## src/rtl/io_bridge_n_if.sv

```systemverilog
// CPU/device-side signal bundle of io_bridge_n; the bridge takes the slave view,
// the CPU plus device models the master view.
interface io_bridge_n_if #(
    parameter int NDEV     = 4,
    parameter int WIN_BITS = 4
);
    logic                  we;
    logic [31:0]           PrAddr;
    logic [31:0]           PrWD;
    logic [NDEV*32-1:0]    devRD;
    logic [NDEV-1:0]       devIRQ;
    logic [31:0]           PrRD;
    logic [31:0]           devWD;
    logic [WIN_BITS-3:0]   devAddr;
    logic [NDEV-1:0]       devWe;
    logic [5:0]            HWint;

    modport slave (
        input  we, PrAddr, PrWD, devRD, devIRQ,
        output PrRD, devWD, devAddr, devWe, HWint
    );

    modport master (
        output we, PrAddr, PrWD, devRD, devIRQ,
        input  PrRD, devWD, devAddr, devWe, HWint
    );
endinterface

```

## src/rtl/io_bridge_n.sv

```systemverilog
// CPU-to-peripheral bridge: NDEV device windows plus one local register window
// holding a maskable edge/level interrupt controller and a sticky bus-error flag.
module io_bridge_n #(
    parameter int          NDEV     = 4,
    parameter logic [31:0] BASE     = 32'h0000_7F00,
    parameter int          WIN_BITS = 4
) (
    input logic         clk,
    input logic         rst,
    io_bridge_n_if.slave bus
);
    localparam logic [31:0] NDEV_W = 32'(NDEV);

    logic [31:0]     off;
    logic [31:0]     slot;
    logic [31:0]     word_idx;
    logic            dev_hit;
    logic            loc_hit;
    logic            unmapped;
    logic [31:0]     loc_rd;
    logic [31:0]     dev_rd;
    logic [NDEV-1:0] dev_we;

    logic [NDEV-1:0] imask;
    logic [NDEV-1:0] imode;
    logic [NDEV-1:0] pend;
    logic [NDEV-1:0] prev;
    logic            err;

    logic [NDEV-1:0] pend_next;
    logic [NDEV-1:0] clr;
    logic            wr_imask;
    logic            wr_imode;
    logic            wr_ipend;
    logic            wr_status;
    logic [5:0]      hw;

    // Address decode; the window offset is taken from BASE-relative address so
    // any BASE alignment that satisfies the window grid decodes correctly.
    always_comb begin
        off      = bus.PrAddr - BASE;
        slot     = off >> WIN_BITS;
        word_idx = 32'(bus.PrAddr[WIN_BITS-1:2]);
        dev_hit  = (bus.PrAddr >= BASE) && (slot < NDEV_W);
        loc_hit  = (bus.PrAddr >= BASE) && (slot == NDEV_W);
        unmapped = !(dev_hit || loc_hit);
    end

    always_comb begin
        dev_we = '0;
        dev_rd = 32'h0;
        for (int i = 0; i < NDEV; i++) begin
            if (dev_hit && slot == 32'(i)) begin
                dev_we[i] = bus.we;
                dev_rd    = bus.devRD[32*i +: 32];
            end
        end
    end

    always_comb begin
        loc_rd = 32'h0;
        if (word_idx == 32'd0) begin
            loc_rd[NDEV-1:0] = imask;
        end else if (word_idx == 32'd1) begin
            loc_rd[NDEV-1:0] = imode;
        end else if (word_idx == 32'd2) begin
            loc_rd[NDEV-1:0] = pend;
        end else if (word_idx == 32'd3) begin
            loc_rd[0]     = err;
            loc_rd[15:8]  = 8'(NDEV);
            loc_rd[23:16] = 8'(WIN_BITS);
        end
    end

    always_comb begin
        wr_imask  = bus.we && loc_hit && (word_idx == 32'd0);
        wr_imode  = bus.we && loc_hit && (word_idx == 32'd1);
        wr_ipend  = bus.we && loc_hit && (word_idx == 32'd2);
        wr_status = bus.we && loc_hit && (word_idx == 32'd3);
        clr       = wr_ipend ? (bus.PrWD[NDEV-1:0] & imode) : '0;
        // Edge mode: a fresh rising edge beats a same-cycle W1C.
        for (int i = 0; i < NDEV; i++) begin
            if (!imode[i]) begin
                pend_next[i] = bus.devIRQ[i];
            end else if (bus.devIRQ[i] && !prev[i]) begin
                pend_next[i] = 1'b1;
            end else if (clr[i]) begin
                pend_next[i] = 1'b0;
            end else begin
                pend_next[i] = pend[i];
            end
        end
    end

    always_ff @(posedge clk or posedge rst) begin
        if (rst) begin
            imask <= '0;
            imode <= '0;
            pend  <= '0;
            prev  <= '0;
            err   <= 1'b0;
        end else begin
            if (wr_imask) imask <= bus.PrWD[NDEV-1:0];
            if (wr_imode) imode <= bus.PrWD[NDEV-1:0];
            pend <= pend_next;
            prev <= bus.devIRQ;
            if (bus.we && unmapped) begin
                err <= 1'b1;
            end else if (wr_status && bus.PrWD[0]) begin
                err <= 1'b0;
            end
        end
    end

    // Only registered state feeds the CPU interrupt lines.
    always_comb begin
        hw = 6'b0;
        for (int i = 0; i < NDEV; i++) begin
            hw[i] = pend[i] & imask[i];
        end
    end

    assign bus.devWe   = dev_we;
    assign bus.devWD   = bus.PrWD;
    assign bus.devAddr = bus.PrAddr[WIN_BITS-1:2];
    assign bus.PrRD    = dev_hit ? dev_rd : (loc_hit ? loc_rd : 32'h0);
    assign bus.HWint   = hw;
endmodule

```

## src/flat_wrapper.sv

```systemverilog
// flat-port wrapper written by rule: the top's interface ports become plain ports
module io_bridge_n_flat 
#(
    parameter int          NDEV     = 4,
    parameter logic [31:0] BASE     = 32'h0000_7F00,
    parameter int          WIN_BITS = 4
)
  (clk, rst, bus_we, bus_PrAddr, bus_PrWD, bus_devRD, bus_devIRQ, bus_PrRD, bus_devWD, bus_devAddr, bus_devWe, bus_HWint);
  io_bridge_n_if #(.NDEV(NDEV), .WIN_BITS(WIN_BITS)) bus_i ();
  input logic clk;
  input logic rst;
  input wire logic [$bits(bus_i.we)-1:0] bus_we;
  input wire logic [$bits(bus_i.PrAddr)-1:0] bus_PrAddr;
  input wire logic [$bits(bus_i.PrWD)-1:0] bus_PrWD;
  input wire logic [$bits(bus_i.devRD)-1:0] bus_devRD;
  input wire logic [$bits(bus_i.devIRQ)-1:0] bus_devIRQ;
  output wire logic [$bits(bus_i.PrRD)-1:0] bus_PrRD;
  output wire logic [$bits(bus_i.devWD)-1:0] bus_devWD;
  output wire logic [$bits(bus_i.devAddr)-1:0] bus_devAddr;
  output wire logic [$bits(bus_i.devWe)-1:0] bus_devWe;
  output wire logic [$bits(bus_i.HWint)-1:0] bus_HWint;
  assign bus_i.we = bus_we;
  assign bus_i.PrAddr = bus_PrAddr;
  assign bus_i.PrWD = bus_PrWD;
  assign bus_i.devRD = bus_devRD;
  assign bus_i.devIRQ = bus_devIRQ;
  assign bus_PrRD = bus_i.PrRD;
  assign bus_devWD = bus_i.devWD;
  assign bus_devAddr = bus_i.devAddr;
  assign bus_devWe = bus_i.devWe;
  assign bus_HWint = bus_i.HWint;
  io_bridge_n #(.NDEV(NDEV), .BASE(BASE), .WIN_BITS(WIN_BITS)) u_core (.clk(clk), .rst(rst), .bus(bus_i));
endmodule
```

## config.mk

```make
export PLATFORM = sky130hd
export DESIGN_NAME = io_bridge_n_flat
export DESIGN_NICKNAME = d
export VERILOG_FILES = /design/src/rtl/io_bridge_n_if.sv /design/src/rtl/io_bridge_n.sv /design/src/flat_wrapper.sv
export SDC_FILE = /design/constraint.sdc
export NUM_CORES = 1
export LEC_CHECK = 0
export ABC_AREA = 1
export CAP_MARGIN = 40
export CORE_AREA = 2 2 108 110
export DETAILED_ROUTE_END_ITERATION = 10
export DIE_AREA = 0 0 110 112
export PLACE_DENSITY = 0.7
export SLEW_MARGIN = 0
export SYNTH_ARGS = -nofsm -noshare
export SYNTH_HDL_FRONTEND = slang
export SYNTH_SLANG_ARGS = --single-unit
```

## constraint.sdc

```tcl
create_clock -name clk -period 4.3 [get_ports clk]
set_input_delay 0.86 -clock clk [delete_from_list [all_inputs] [get_ports clk]]
set_output_delay 0.86 -clock clk [all_outputs]
set_load 0.05 [all_outputs]
```

==> results of run 1 <==
-- layout make-up --
| type | instances | area, sq um |
|---|---|---|
| well taps | 143 | 178.9 |
| repair buffers | 244 | 2856 |
| inverters | 68 | 256.5 |
| clock inverters | 1 | 5.005 |
| flip-flops and latches | 17 | 425.4 |
| fillers | 1083 | 5458 |
| multi-input cells | 384 | 1919 |
| clock buffers | 3 | 75.07 |
-- cells in the final DEF (no fill, tap or decap), types with 4 or more instances in the layout --
master           Yosys  final
o21ai_1             18     24
buf_4               37     23
nand3_1             21     19
nand2_2              2     10
nor2_4               3      8
inv_1               65     63
nand4_1              9      9
nand2_1            165    154
dfrtp_1             17     17
o21ai_0             22     16
nand2_4              1      5
nor2_2               5     26
clkbuf_16            0      6
clkdlybuf4s50_1      0    157
buf_12               0     37
nor3_1               5      4
a21oi_1             29     29
dlymetal6s2s_1       0     21
nor2_1              60     34
a31oi_1             27     27
inv_2                2      4
-- sequential cells by signal, indices dropped and copies added (netlist names) --
name	cells
u_core.err	1
u_core.pend	4
u_core.prev	4
u_core.imask	4
u_core.imode	4
-- repair_timing --
action                     in CTS  in global routing
setup endpoints to repair      28                 35
gates cloned                    0                  3
pin swaps                       7                 28
resized for setup               8                 72
setup buffers                   0                  8
-- power by group --
part | total [W] | internal [W] | switching [W]
combinational | 0.000253 | 0.000155 | 0.0000983
sequential | 0.000166 | 0.000164 | 0.00000231
clock | 0.000188 | 0.000125 | 0.0000631
-- layer usage --
layer  global-route usage  wire length, um
met5                    0                0
met4              0.04810              356
met3              0.04684             1324
met2               0.3718             6892
met1               0.2153             4962
-- critical path, stage by stage --
cell,delay (ps)
clkdlybuf4s50_1,450
inv_1,110
nand3_1,110
nor2_1,120
nand3_2,90
nand2_1,70
nand2_1,60
nor2_2,110
nand2_2,100
nor2_4,140
nand2_4,110
nor2_4,260
buf_12,170
nand2_1,50
nand2_1,60
a21oi_1,40
nor2_1,180
buf_12,170
-- through the flow --
stage / hold WS (ps) / utilization
floorplan: 451.7 / -
global placement: 475.6 / 0.4746
detailed placement: 479.1 / 0.4746
CTS: 497.2 / 0.4837
global route: 548.7 / 0.5116
finish: 499.2 / 0.5116
-- final timing paths --
path | startpoint | endpoint | slack (ps) | cells past startpoint
max reg2reg | u_core.prev[3] | u_core.pend[3] | 3500 | 2
max | bus_PrAddr[28] | bus_PrRD[19] | 170 | 18
min | u_core.err | u_core.err | 500 | 2
max in group asynchronous | rst | u_core.imode[0] | 2880 | 2
min reg2reg | u_core.err | u_core.err | 500 | 2
min in group asynchronous | rst | u_core.prev[2] | 1000 | 2
-- kinds of logic after synthesis --
group	synth area share
buf+inv	0.2263
flops	0.1508
other cells	0.001330
compound gates	0.1992
simple gates	0.4224
==> qor.yml, run 1 <==
sta:
  finalHoldViolCount: 0
  setup_tns_ps: 0
  clock.fmax_mhz: 241.9
  setup_viol: 0
  period_needed_ps: 4133
  relSlewSlack: 0.5625
  slew_violations: 0
  skew_ps: 2.722
  worst_slew_pin_slew_ps: 655.5
  fin_ws_ps: 166.6
  timing.final.crit_share: 0.9613
synth:
  seq_area_frac_synth: 0.1508
  syn_avg_cell_area_sq_um: 5.382
  yosysWarnings: 0
  synth.most_common_cell: "nand2_1"
  yosys.area.top_type_share: 0.2196
  yosysTopAreaCell: "nand2_1"
  netlist_area_sq_um: 2820
  synthArstFlopShare: 1.000
  netlist-cell-type-count: 33
  postSynthCellCount: 524
  synth_enable_flop_cells: 0
  synth_common_cells: "nand2_1 (165), inv_1 (65), nor2_1 (60)"
  synth_seq_cells: 17
  yosys-top-cells-area: "nand2_1 (22%), dfrtp_1 (15%), buf_4 (9.8%)"
  synth_flop_cell: "dfrtp_1"
power_and_ir_drop:
  p_per_area_nw_per_um2: 106.2
  p_leak_nw: 2.763
  ir_drop_uv: 186.7
  power_w: 0.0006074
die:
  die_h_um: 112
  core-area_sq_um: 11170
  ios: 275
  die_area_sq_um: 12320
  fp.dieW_um: 110
  row_count: 39
  initial_core_util: 0.2524
cells_and_area:
  fin_cells: 860
  layout-drive-gt1-share: 0.1799
  nets: 917
  design_area_sq_um: 5717
  area_growth_pct: 102.7
  antenna_cells: 0
grt:
  grt_pass1_wl_um: 19390
  grt_max_degree: 35
  antenna_found_initial: 0
  grt_overflow_total: 0
  grtUsageTotal: 0.1969
  grt_pass1_vias: 4044
routing:
  via_per_inst: 4.794
  wl_per_cell_um: 15.74
  wirelength_um: 13540
  final_antenna_net_count: 0
  drc: 0
  drt_first_iter_violations: 173
  via_count: 4123
  dr.pass1.iters: 5
placed_design:
  pre_cts_ws_ps: -101.1
  place_area_sq_um: 5304
  numPortBuffers: 214
  dp.cells: 845
  gp_congestion: 0.8778
  dp_hpwl_um: 10160
critical_path:
  crit_type: "in -> out"
  start_kind: "primary input"
  worst_ep_required_time_ps: 3440
  endpoint_kind: "primary output"
  crit_fanout: 8
  cp.arrival_ps: 3270
run_status:
  status: "finished clean"
clock_network:
  root_buffer: "clkbuf_16"
  cts_sinks: 17
  htreeDepth: 1
  cts_tree: "done"
  clk_pin_slew_ps: 50
  ctsHoldBuffers: 0
  tritoncts.num_buffers: 3
  clk_latency_ps: 250
  cts.path.max_buffers: 2
hold_path:
  hold_class: "reg -> reg"
flow_run:
  max-cap-violations: 0
(Power assumes the default switching activity.)
==> inputs of run 2 (changes only) <==
clock period = 4.19 ns   (was 4.3 ns; I/O delays follow)
==> qor.yml, run 2 (synthesized netlist as in run 1, its figures left out) <==
die:
  initial_core_util: 0.2524  # unchanged
  fp.dieW_um: 110  # unchanged
  ios: 275  # unchanged
  core-area_sq_um: 11170  # unchanged
  row_count: 39  # unchanged
  die_h_um: 112  # unchanged
  die_area_sq_um: 12320  # unchanged
critical_path:
  worst_ep_required_time_ps: 3350  # was 3440 ps
  crit_top_cell: "nand2_1"  # unchanged
  crit_family: "simple AND/OR/NAND/NOR gates"  # unchanged
  regToRegSetupSlack_ps: 3410  # was 3500 ps
  crit_type: "in -> out"  # unchanged
  r2r_end: "u_core.pend[3]"  # unchanged
  cpMaxStageDelayCell: "dlygate4sd2_1"  # was clkdlybuf4s50_1
  max_stage_delay_ps: 280  # was 450 ps
  crit_fanout: 5  # was 8
  crit_chain: "dlygate4sd2_1 > nor2_2 > nand2_1 > nor2_4 > nand3b_1 > nand2_1 > nand2_1 > nor2_2 > nand3_2 > nor3_4 > buf_6 > nand2_4 > nor2_4 > buf_6 > a21oi_1 > nor2_1 > buf_12"  # was clkdlybuf4s50_1 > inv_1 > nand3_1 > nor2_1 > nand3_2 > nand2_1 > nand2_1 > nor2_2 > nand2_2 > nor2_4 > nand2_4 > nor2_4 > buf_12 > nand2_1 > nand2_1 > a21oi_1 > nor2_1 > buf_12
  r2r_start: "u_core.prev[3]"  # unchanged
  crit_buf_inv: 4  # unchanged
  reg2reg_depth: 2  # unchanged
  endpoint_kind: "primary output"  # unchanged
  cp.arrival_ps: 3270  # about the same
  start_kind: "primary input"  # unchanged
hold_path:
  hold_depth: 2  # unchanged
  min_from: "u_core.err"  # unchanged
  hold_end: "u_core.err"  # unchanged
  hold_class: "reg -> reg"  # unchanged
routing:
  drc: 0  # unchanged
  final_antenna_net_count: 0  # unchanged
  drt_first_iter_violations: 225  # was 173
  dr.pass1.iters: 5  # unchanged
  wl_per_cell_um: 15.61  # was 15.74 um
  wirelength_um: 13440  # was 13540 um
  via_per_inst: 4.814  # was 4.794
  via_count: 4145  # was 4123
grt:
  grtUsageTotal: 0.2016  # was 0.1969
  grt_max_degree: 35  # unchanged
  grt_pass1_wl_um: 19610  # was 19390 um
  use_met2: 0.3849  # was 0.3718
  grt_pass1_vias: 4027  # was 4044
  antenna_found_initial: 0  # unchanged
  grt_use_met3: 0.04625  # was 0.04684
  grt_overflow_total: 0  # unchanged
  grt-busiest-layer: "met2"  # unchanged
  use_met1: 0.2203  # was 0.2153
sta:
  slew_violations: 0  # unchanged
  relSlewSlack: 0.5650  # was 0.5625
  period_needed_ps: 4103
  clock.fmax_mhz: 243.7
  worst_slew_pin_slew_ps: 651.8  # was 655.5 ps
  timing.final.crit_share: 0.9793
  finalHoldViolCount: 0  # unchanged
  setup_viol: 0  # unchanged
  skew_ps: 0.7452  # was 2.722 ps
  setup_tns_ps: 0  # unchanged
flow_run:
  max-cap-violations: 0  # unchanged
placed_design:
  place_area_sq_um: 5334  # was 5304 sq um
  gp_congestion: 0.8730  # was 0.8778
  numPortBuffers: 214  # unchanged
  dp_hpwl_um: 10290  # was 10160 um
clock_network:
  htreeDepth: 1  # unchanged
  clk_pin_slew_ps: 50  # about the same
  root_buffer: "clkbuf_16"  # unchanged
  ctsHoldBuffers: 0  # unchanged
  cts.path.max_buffers: 2  # unchanged
  cts_tree: "done"  # unchanged
  tritoncts.num_buffers: 3  # unchanged
  cts_sinks: 17  # unchanged
  clk_latency_ps: 250  # about the same
cells_and_area:
  area_growth_pct: 104.1  # was 102.7%
  design_area_sq_um: 5756  # was 5717 sq um
  mostFrequentLayoutCell: "clkdlybuf4s50_1"  # unchanged
  nets: 918  # was 917
  antenna_cells: 0  # unchanged
  mostFrequentLayoutCells: "clkdlybuf4s50_1 (157), nand2_1 (155), inv_1 (63)"  # was clkdlybuf4s50_1 (157), nand2_1 (154), inv_1 (63)
  layout-drive-gt1-share: 0.1866  # was 0.1799
power_and_ir_drop:
  p_leak_nw: 2.731  # was 2.763 nW
  ir_drop_uv: 166.2  # was 186.7 uV
  p_per_area_nw_per_um2: 108.7  # was 106.2 nW/um^2
run_status:
  status: "finished clean"  # unchanged
## run 2: cell count changes in the layout (fill, tap and decap cells not counted), moves of 2 or more
cell	change
a21oi_4	+2
buf_6	+2
a21oi_2	+3
dlymetal6s2s_1	-5
dlygate4sd2_1	+4
clkbuf_16	-2
o21ai_1	-4
o21ai_0	+4
buf_4	-2
a21oi_1	-5
## run 2: worst max path at each step
stage	depth (start not counted)	from	to	slack, ps
detailed placement	16	bus_PrAddr[16]	bus_PrRD[4]	-140
CTS	16	bus_PrAddr[18]	bus_PrRD[9]	2
global route	17	bus_PrAddr[19]	bus_PrRD[15]	-80
floorplan	13	bus_PrAddr[16]	bus_devWe[0]	150
finish	17	bus_PrAddr[22]	bus_PrRD[25]	90
global placement	16	bus_PrAddr[18]	bus_PrRD[4]	-80
## run 2: through the flow
| step | setup WS (ps) | power (W) | instances | utilization | hold slack [ps] |
|---|---|---|---|---|---|
| 5_1_grt | -78.19 | 0.0006539 | 861 | 0.5151 | 537.8 |
| 3_3_place_gp | -78.30 | 0.0004216 | 849 | 0.4773 | 475.1 |
| 6_report | 86.84 | 0.0006255 | 861 | 0.5151 | 491.5 |
| 2_1_floorplan | 150.2 | 0.0003145 | 525 | - | 451.7 |
| 3_5_place_dp | -135.3 | 0.0004243 | 849 | 0.4773 | 480.9 |
| 4_1_cts | 2.080 | 0.0006214 | 856 | 0.4948 | 493.6 |
## run 2: repair_timing
item,CTS,global route
cloned,2,1
endpoints found under the hold margin,0,0
resized for setup,28,62
endpoints found under the setup margin,32,35
pin swaps,8,30
buffers inserted,1,4
## run 2: power breakdown
part	total, W	internal, W	switching, W
Sequential	0.000171	0.000168	0.00000228
Combinational	0.000260	0.000159	0.000101
Clock	0.000195	0.000128	0.0000672
## run 2: cell type report
class,instances,area (sq um)
fill,1089,5419
timing repair buffer,245,2859
multi-input combinational,384,1956
sequential,17,425.4
inverter,68,256.5
tap,143,178.9
clock buffer,3,75.07
clock inverter,1,5.005
## run 2: worst min-delay path: stages (launching register included)
cell,delay (ps)
dfrtp_1,350
nand2_1,60
o31ai_1,50
## run 2: per-layer routing
layer,up-vias,share of wire
li1,2034,-
met1,1883,0.36
met2,209,0.52
met3,19,0.099
met4,0,0.015
met5,-,0
